$ cat src/rtl/decoder_pkg.sv
// Shared definitions for the scanning active-low decoder: mode encoding and
// the per-output active-low one-hot decode helper.
package decoder_pkg;

    typedef enum logic {
        MODE_DIRECT = 1'b0,
        MODE_SCAN   = 1'b1
    } mode_e;

    // Widest select supported by the decode helper; the top zero-extends into it.
    localparam int MAX_N = 8;

    // Active-low one-hot decode, evaluated per output position.
    function automatic logic decode_low(input logic [MAX_N-1:0] sel,
                                        input logic [MAX_N-1:0] pos);
        decode_low = (sel != pos);
    endfunction

endpackage

$ cat src/rtl/decoder_n_low_scan_tick_gen.sv
// Scan prescaler: counts 0..PRESCALE-1 while enabled and strobes on the
// terminal count so the owner can advance on that same clock edge.
module tick_gen #(
    parameter int PRESCALE = 4
) (
    input  logic clk,
    input  logic rst,
    input  logic clr,
    input  logic en,
    output logic stb
);
    localparam int            CW   = (PRESCALE > 1) ? $clog2(PRESCALE) : 1;
    localparam logic [CW-1:0] LAST = CW'(PRESCALE - 1);

    logic [CW-1:0] cnt_r;
    logic [CW-1:0] cnt_s;
    logic          wrap_s;

    assign wrap_s = (cnt_r == LAST);
    // A clear always wins so a mode change never produces a strobe.
    assign stb    = en & ~clr & wrap_s;

    // Next prescaler count: clear, wrap at terminal count, or hold.
    always_comb begin
        cnt_s = cnt_r;
        if (clr) begin
            cnt_s = {CW{1'b0}};
        end else if (en) begin
            cnt_s = wrap_s ? {CW{1'b0}} : cnt_r + CW'(1'b1);
        end else begin
            cnt_s = cnt_r;
        end
    end

    // Prescaler count register.
    always_ff @(posedge clk) begin
        if (rst) begin
            cnt_r <= {CW{1'b0}};
        end else begin
            cnt_r <= cnt_s;
        end
    end

endmodule

$ cat src/rtl/decoder_n_low_scan.sv
// Active-low one-hot decoder with direct select and prescaled auto-scan.
// Build option DECODER_BLANK_EN adds a blank input that forces y high without disturbing the scan.
module decoder_n_low_scan
    import decoder_pkg::*;
#(
    parameter int N        = 2,
    parameter int PRESCALE = 4
) (
`ifdef DECODER_BLANK_EN
    input  logic                blank,
`endif
    input  logic                clk,
    input  logic                rst,
    input  logic                en,
    input  logic                mode,
    input  logic [N-1:0]        w,
    input  logic [N-1:0]        last,
    output logic [(2**N)-1:0]   y,
    output logic [N-1:0]        idx,
    output logic                tick
);
    localparam int OUTS = 2 ** N;

    logic [N-1:0]    idx_r;
    logic [N-1:0]    idx_s;
    logic [OUTS-1:0] y_r;
    logic [OUTS-1:0] y_s;
    logic            tick_r;
    logic            tick_s;
    mode_e           mode_r;
    mode_e           mode_s;
    mode_e           mode_in_s;
    logic            chg_s;
    logic            clr_s;
    logic            gen_en_s;
    logic            stb_s;
    logic            blank_s;

`ifdef DECODER_BLANK_EN
    assign blank_s = blank;
`else
    assign blank_s = 1'b0;
`endif

    // Any mode change seen while enabled restarts the prescaler.
    assign mode_in_s = mode_e'(mode);
    assign chg_s     = (mode_in_s != mode_r);
    assign clr_s     = en & chg_s;
    assign gen_en_s  = en & (mode_in_s == MODE_SCAN);

    tick_gen #(
        .PRESCALE (PRESCALE)
    ) u_tick_gen (
        .clk (clk),
        .rst (rst),
        .clr (clr_s),
        .en  (gen_en_s),
        .stb (stb_s)
    );

    // Next index, stored mode and advance pulse.
    always_comb begin
        idx_s  = idx_r;
        mode_s = mode_r;
        tick_s = 1'b0;
        if (!en) begin
            idx_s = idx_r;
        end else if (mode_in_s == MODE_DIRECT) begin
            idx_s  = w;
            mode_s = MODE_DIRECT;
        end else if (chg_s) begin
            idx_s  = {N{1'b0}};
            mode_s = MODE_SCAN;
        end else if (stb_s) begin
            // >= so a shrunken last wraps instead of scanning past it.
            idx_s  = (idx_r >= last) ? {N{1'b0}} : idx_r + N'(1'b1);
            tick_s = 1'b1;
        end else begin
            idx_s = idx_r;
        end
    end

    // Decode the next index; disabled or blanked drives every output high.
    always_comb begin
        y_s = {OUTS{1'b1}};
        if (en && !blank_s) begin
            for (int i = 0; i < OUTS; i++) begin
                y_s[i] = decode_low(MAX_N'(idx_s), MAX_N'(i));
            end
        end else begin
            y_s = {OUTS{1'b1}};
        end
    end

    // Output and state registers.
    always_ff @(posedge clk) begin
        if (rst) begin
            y_r    <= {OUTS{1'b1}};
            idx_r  <= {N{1'b0}};
            tick_r <= 1'b0;
            mode_r <= MODE_DIRECT;
        end else begin
            y_r    <= y_s;
            idx_r  <= idx_s;
            tick_r <= tick_s;
            mode_r <= mode_s;
        end
    end

    assign y    = y_r;
    assign idx  = idx_r;
    assign tick = tick_r;

endmodule
$ cat config.mk
export PLATFORM = sky130hd
export DESIGN_NAME = decoder_n_low_scan
export DESIGN_NICKNAME = d
export VERILOG_FILES = /design/src/rtl/decoder_pkg.sv /design/src/rtl/decoder_n_low_scan_tick_gen.sv /design/src/rtl/decoder_n_low_scan.sv
export SDC_FILE = /design/constraint.sdc
export NUM_CORES = 1
export LEC_CHECK = 0
export ABC_AREA = 1
export CAP_MARGIN = 20
export CORE_MARGIN = 5
export CORE_UTILIZATION = 30
export CTS_BUF_LIST = sky130_fd_sc_hd__clkbuf_4 sky130_fd_sc_hd__clkbuf_8 sky130_fd_sc_hd__clkbuf_16
export DETAILED_ROUTE_END_ITERATION = 10
export PLACE_DENSITY = 0.64
export REMOVE_ABC_BUFFERS = 1
export SYNTH_ARGS = -nofsm -noshare
export SYNTH_HDL_FRONTEND = slang
export SYNTH_SLANG_ARGS = --single-unit
$ cat constraint.sdc
create_clock -name clk -period 1.2 [get_ports clk]
set_input_delay 0.24 -clock clk [delete_from_list [all_inputs] [get_ports clk]]
set_output_delay 0.24 -clock clk [all_outputs]
set_load 0.01 [all_outputs]
### After elaboration in Yosys (flattened, before gate mapping)

Index checks and enable logic that the tools add are counted.

* register bits: 10
* latch bits: 0
* memory bits (writable): 0
* bits in read-only memories: 0
* bits of input ports: 8
* output and inout bits: 7
* logic and storage cells: 35
* memories: 0

* add/subtract/negate cells: 2
* multipliers: 0
* div/mod/pow operators: 0
* $lt $le $gt $ge: 1
* eq/ne operators: 6
* shift operators: 0
* mux-type cells: 9
* bitwise operators: 7
* reduce and logical (&&, ||, !) cells: 5

Operators by type and width (count)
* $mux W2: 6
* $add A2 B1 Y2 const B: 2
* $and A1 B1 Y1: 4
* $ne A2 B1 Y1 const B: 2
* $ne A2 B2 Y1 const B: 2
* $reduce_or A2 Y1: 2
* $reduce_or A4 Y1: 1
* $mux W1: 3
* $not A1 Y1: 3
* $eq A2 B2 Y1 const B: 1
* $ge A2 B2 Y1: 1
* $reduce_and A2 Y1: 1
* $reduce_bool A2 Y1: 1
* $ne A1 B1 Y1: 1

### Logic depth before layout (Yosys ltp)

* depth in word-level cells: 10
* gate-level depth with buffers: 11
* gate-level depth less buffers: 11

### Hierarchy

A second synthesis with hierarchy kept.

* cell total of the unflattened synthesis: 75
* area, all modules: 541.8 µm²

By module, submodules not included
* decoder_n_low_scan: times used 1, cells each 59, area each 436.7 µm², sequential area each 160.2 µm²
* tick_gen: times used 1, cells each 16, area each 105.1 µm², sequential area each 40.0 µm²

### Worst setup path after synthesis

No wires, ideal clock.

* kind: register to register
* start point: register idx_r[0] (netlist: idx[0])
* end point: register y_r[2] (netlist: y[2])
* setup time: 120 ps
* arrival: 1290 ps
* data required time: 1080 ps
* slack: -211 ps
* cell stages (with the launch flop): 9
* buffers on the path: 0
* period minus slack after synthesis: 1411 ps
* cells stage by stage: dfxtp_1 -> inv_1 -> ha_1 -> nand2_1 -> nand3_1 -> a21oi_1 -> nand2_1 -> a21oi_1 -> nand2_1

* word-level cells in the longest chain between the ends: 7
* elaborated cells on any way between the ends: 8
* those cells by class: add/sub (1); order compare (1); eq/ne (1); mux (5)

Ends and longest elaborated chain
* from (decl): line decoder_n_low_scan.sv:24 `logic [N-1:0] idx_r;`
* from (signal assigned): line decoder_n_low_scan.sv:99 `idx_r <= {N{1'b0}};`
* from (signal assigned): line decoder_n_low_scan.sv:104 `idx_r <= idx_s;`
* $add A2 B1 Y2 / $ge A2 B2 Y1 (equally long branches): line decoder_n_low_scan.sv:76 `idx_s = (idx_r >= last) ? {N{1'b0}} : idx_r + N'(1'b1);`
* $mux W2: line decoder_n_low_scan.sv:76
* $mux W2: line decoder_n_low_scan.sv:74 `end else if (stb_s) begin`
* $mux W2: line decoder_n_low_scan.sv:71 `end else if (chg_s) begin`
* $mux W2: line decoder_n_low_scan.sv:68 `end else if (mode_in_s == MODE_DIRECT) begin`
* $mux W2 (*): line decoder_n_low_scan.sv:66 `if (!en) begin`
* $ne A2 B2 Y1 (*): line decoder_pkg.sv:16 `decode_low = (sel != pos);`
* to (signal assigned): line decoder_n_low_scan.sv:98 `y_r <= {OUTS{1'b1}};`
* to (signal assigned): line decoder_n_low_scan.sv:103 `y_r <= y_s;`
* to (decl): line decoder_n_low_scan.sv:26 `logic [OUTS-1:0] y_r;`

Every way passes the cells marked *; elsewhere a longest branch is shown, timed or not.
A chain may end at the register's enable or synchronous reset.

### Worst setup path after layout

* start point: register mode_r
* end point: register y_r[0] (netlist: y[0])

* word-level cells in the longest chain between the ends: 10

Ends and longest elaborated chain
* from (decl): line decoder_n_low_scan.sv:30 `mode_e mode_r;`
* from (signal assigned): line decoder_n_low_scan.sv:106 `mode_r <= mode_s;`
* $ne A1 B1 Y1 (*): line decoder_n_low_scan.sv:47 `assign chg_s = (mode_in_s != mode_r);`
* $and A1 B1 Y1: line decoder_n_low_scan.sv:48 `assign clr_s = en & chg_s;`
* $not A1 Y1: line decoder_n_low_scan_tick_gen.sv:21 `assign stb = en & ~clr & wrap_s;`
* $and A1 B1 Y1 (2 in a row): line decoder_n_low_scan_tick_gen.sv:21
* $mux W2: line decoder_n_low_scan.sv:74
* $mux W2 (*): line decoder_n_low_scan.sv:71
* $mux W2 (*): line decoder_n_low_scan.sv:68
* $mux W2 (*): line decoder_n_low_scan.sv:66
* $reduce_bool A2 Y1 (*): line decoder_pkg.sv:16

Marks and branches as above.

==> out/qor.csv <==
metric,value,unit
max_slew.worst_pin.slew,336.5,ps
drt.antenna.violating_nets,0,
max-cap-violations,0,
netSwitchingFraction,0.2823,
synth_simple_gate_area_frac,0.3287,
crit_fanout,2,
count_of_warnings_emitted_by_yosys,0,
ys_seq_area_frac,0.3704,
route.final.wire_length,1.537,mm
crit_buf_inv,0,
initialDrtViolationCount,3,
die_y,52.45,um
worst_hold_path_type,register to register,
finalHoldViolCount,0,
p_clk_frac,0.341,
htree_num_levels,1,
route.detailed.wl_per_inst,11.73,um
clock-skew-final,2.581,ps
tritoncts_buffers,3,
comb_power_share,0.256,
maxSlewHeadroom,0.7733,
first_pass_grt_wire_length,2.442,mm
slew_viol_final,0,
critical_path.max_stage_delay,340,ps
clockBufferDepth,2,
min_period,1374,ps
cells_along_the_critical_path,ha_4 -> nor2_4 -> nand3_2 -> nand2_2 -> nand2_2 -> nand2_4 -> nand2_4 -> nor2_2 -> nand2_1,
portBuffers,14,
synth-compound-area-share,0.1088,
area.sequential,206.4,sq um
totalNegativeSetupSlack,-1002,ps
weighted_congestion_reported_at_the_end_of_routability_driven_placement,0.8303,
syn_to_final_growth,76.16,%
drt-pass1-iter-count,2,
run_status,finished with violations,
num_antenna_cells,0,
holdWs,496.8,ps
powerDensity,936.8,mW/mm^2
start_kind,register,
fp.dieArea,0.002750,sq mm
route.detailed.vias_per_inst,4.458,
root_buffer,sky130_fd_sc_hd__clkbuf_4,
nFillCells,176,
synth_top_cells_by_area,"sky130_fd_sc_hd__dfxtp_1 37%, sky130_fd_sc_hd__nand2_1 16%, sky130_fd_sc_hd__ha_1 9.3%",
vdd_ir_max,0.7452,mV
achievable-frequency,727.7,MHz
finalInstanceArea,952.2,sq um
place_hpwl,1.028,mm
final_net_count,119,
first_global_vias,565,
setup.worst_path.end_class,register,
placeableCoreArea,0.001727,sq mm
setup_violations,8,
drive_above_1_share,0.4811,
yosysTopAreaCell,sky130_fd_sc_hd__dfxtp_1,
placed_cells_incl_taps,126,
die_w,52.45,um
placedInstanceArea,794.5,sq um
multi_input_area,407.9,sq um
critical-path-top-delay-family,simple AND/OR/NAND/NOR gates,
crit_type,register to register,
synth.top_cell.area_share,0.3704,
initial_utilization,0.3130,
synth-adder-area-share,0.09259,
final.setup.worst_slack,-174.2,ps
final_cell_count_no_fill,131,
power.static_leakage,0.4340,nW
setup_repair_after_global_routing_missed_its_margin,yes,
overflow_left_after_global_routing,0,
syn_area,540.5,sq um
p_int,0.6402,mW
clock_tree_from_tritoncts,yes,
synth_area_per_cell,7.112,sq um
numClockSinks,10,
placement_rows,15,
final.period_utilization,1.145,
seq_power_share,0.403,
muxShareOfSynthArea,0,
p_sw,0.2518,mW
share_of_the_synthesized_netlist_area_taken_by_xor_and_xnor_gates,0,
route.detailed.drc,0,
antenna_found_initial,0,
critPathArrivalTime,1530,ps
grt_start_max_net_pins,7,
worst_skew_pair.late_latency,260,ps
globalRouteTotalUtil,0.1209,
i_o_pin_cnt,15,
worst_ep_required_time,1360,ps
post_synth_num_cell_types,17,
failed_checks,negative setup slack,
syn_inst,76,
via_count,584,
clkSlewWorstSetupHoldPaths,70,ps
report.power.total,0.8920,mW
synth_top_family_by_area,simple AND/OR/NAND/NOR gates,
ys_seq_elements,10,
slowest_stage,sky130_fd_sc_hd__dfxtp_2,
[worst register-to-register path, delay by kind of cell, from the launching register on]
kind	cells	cell delay (ps)
adders and majority gates	1	230
DFF	1	340
and+or+nand+nor	8	690
[area by class of cell]
class	instances	area share
multi-input combinational	53	0.4284
timing repair buffer	26	0.2247
sequential	10	0.2168
inverter	13	0.05913
clock buffer	4	0.03811
tap	25	0.03285
[kinds of logic (layout without fill, tap and decap cells)]
| logic type | Yosys count | in the layout |
|---|---|---|
| compound gates | 10 | 10 |
| fa+ha+maj | 4 | 4 |
| buf+inv | 13 | 43 |
| flops | 10 | 10 |
| simple gates | 39 | 39 |
[Yosys cell counts]
library cell,instances
sky130_fd_sc_hd__o21bai_1,1
sky130_fd_sc_hd__dfxtp_1,10
sky130_fd_sc_hd__a21oi_1,6
sky130_fd_sc_hd__nor2_2,2
sky130_fd_sc_hd__a311oi_1,1
sky130_fd_sc_hd__inv_1,12
sky130_fd_sc_hd__nor2_4,1
sky130_fd_sc_hd__nand2_2,1
sky130_fd_sc_hd__nand3_1,2
sky130_fd_sc_hd__nand3_2,1
sky130_fd_sc_hd__clkinv_4,1
sky130_fd_sc_hd__nor2_1,8
sky130_fd_sc_hd__a211oi_1,1
sky130_fd_sc_hd__nand2_1,23
sky130_fd_sc_hd__ha_1,4
sky130_fd_sc_hd__nand2_4,1
sky130_fd_sc_hd__o21ai_0,1
[per-stage QoR]
stage	util	worst slack, ps
finish	0.5514	-174.2
CTS	0.4942	-185.7
floorplan	-	-210.6
global placement	0.4601	-601.9
detailed placement	0.4601	-634.8
global route	0.5514	-299.5
[repair_timing]
action                                  CTS  global route
buffers inserted                          0             1
hold buffers                              0             0
pin swaps                                11            16
endpoints found under the hold margin     0             0
endpoints found under the setup margin   16            10
resized for setup                        24            24
[layer usage]
metal,global-route usage,up-vias,wire [um]
li1,-,297,-
met5,0,-,0
met4,0.02553,0,23
met2,0.2087,17,806
met3,0.04558,4,89
met1,0.1404,266,617
[final timing paths]
kind	start	to	slack (ps)	depth (start not counted)
min reg2reg	u_tick_gen.cnt_r[1]	u_tick_gen.cnt_r[1]	500	2
max reg2reg	mode_r	y[0]	-170	9
max	mode_r	y[0]	-170	9
min	u_tick_gen.cnt_r[1]	u_tick_gen.cnt_r[1]	500	2
[state kept, by name (all words and copies together), names as in the netlist]
register          flops
idx                   2
mode_r                1
tick                  1
u_tick_gen.cnt_r      2
y                     4
[cells in the final DEF, fill, tap and decap left out, drive strengths merged, types with 4 or more instances in the layout]
| master | count |
|---|---|
| inv | 12 |
| dfxtp | 10 |
| buf | 13 |
| nand2 | 25 |
| nor2 | 11 |
| a21oi | 6 |
| ha | 4 |
| clkbuf | 5 |
| clkdlybuf4s50 | 4 |
| dlygate4sd2 | 7 |
[power groups by stage]
stage	registers [mW]	logic (mW)	clock network (mW)
finish	0.360	0.228	0.304
global route	0.362	0.256	0.328
CTS	0.356	0.187	0.309
detailed placement	0.362	0.181	0
global placement	0.361	0.180	0
floorplan	0.369	0.0800	0
(Power assumes the default switching activity.)
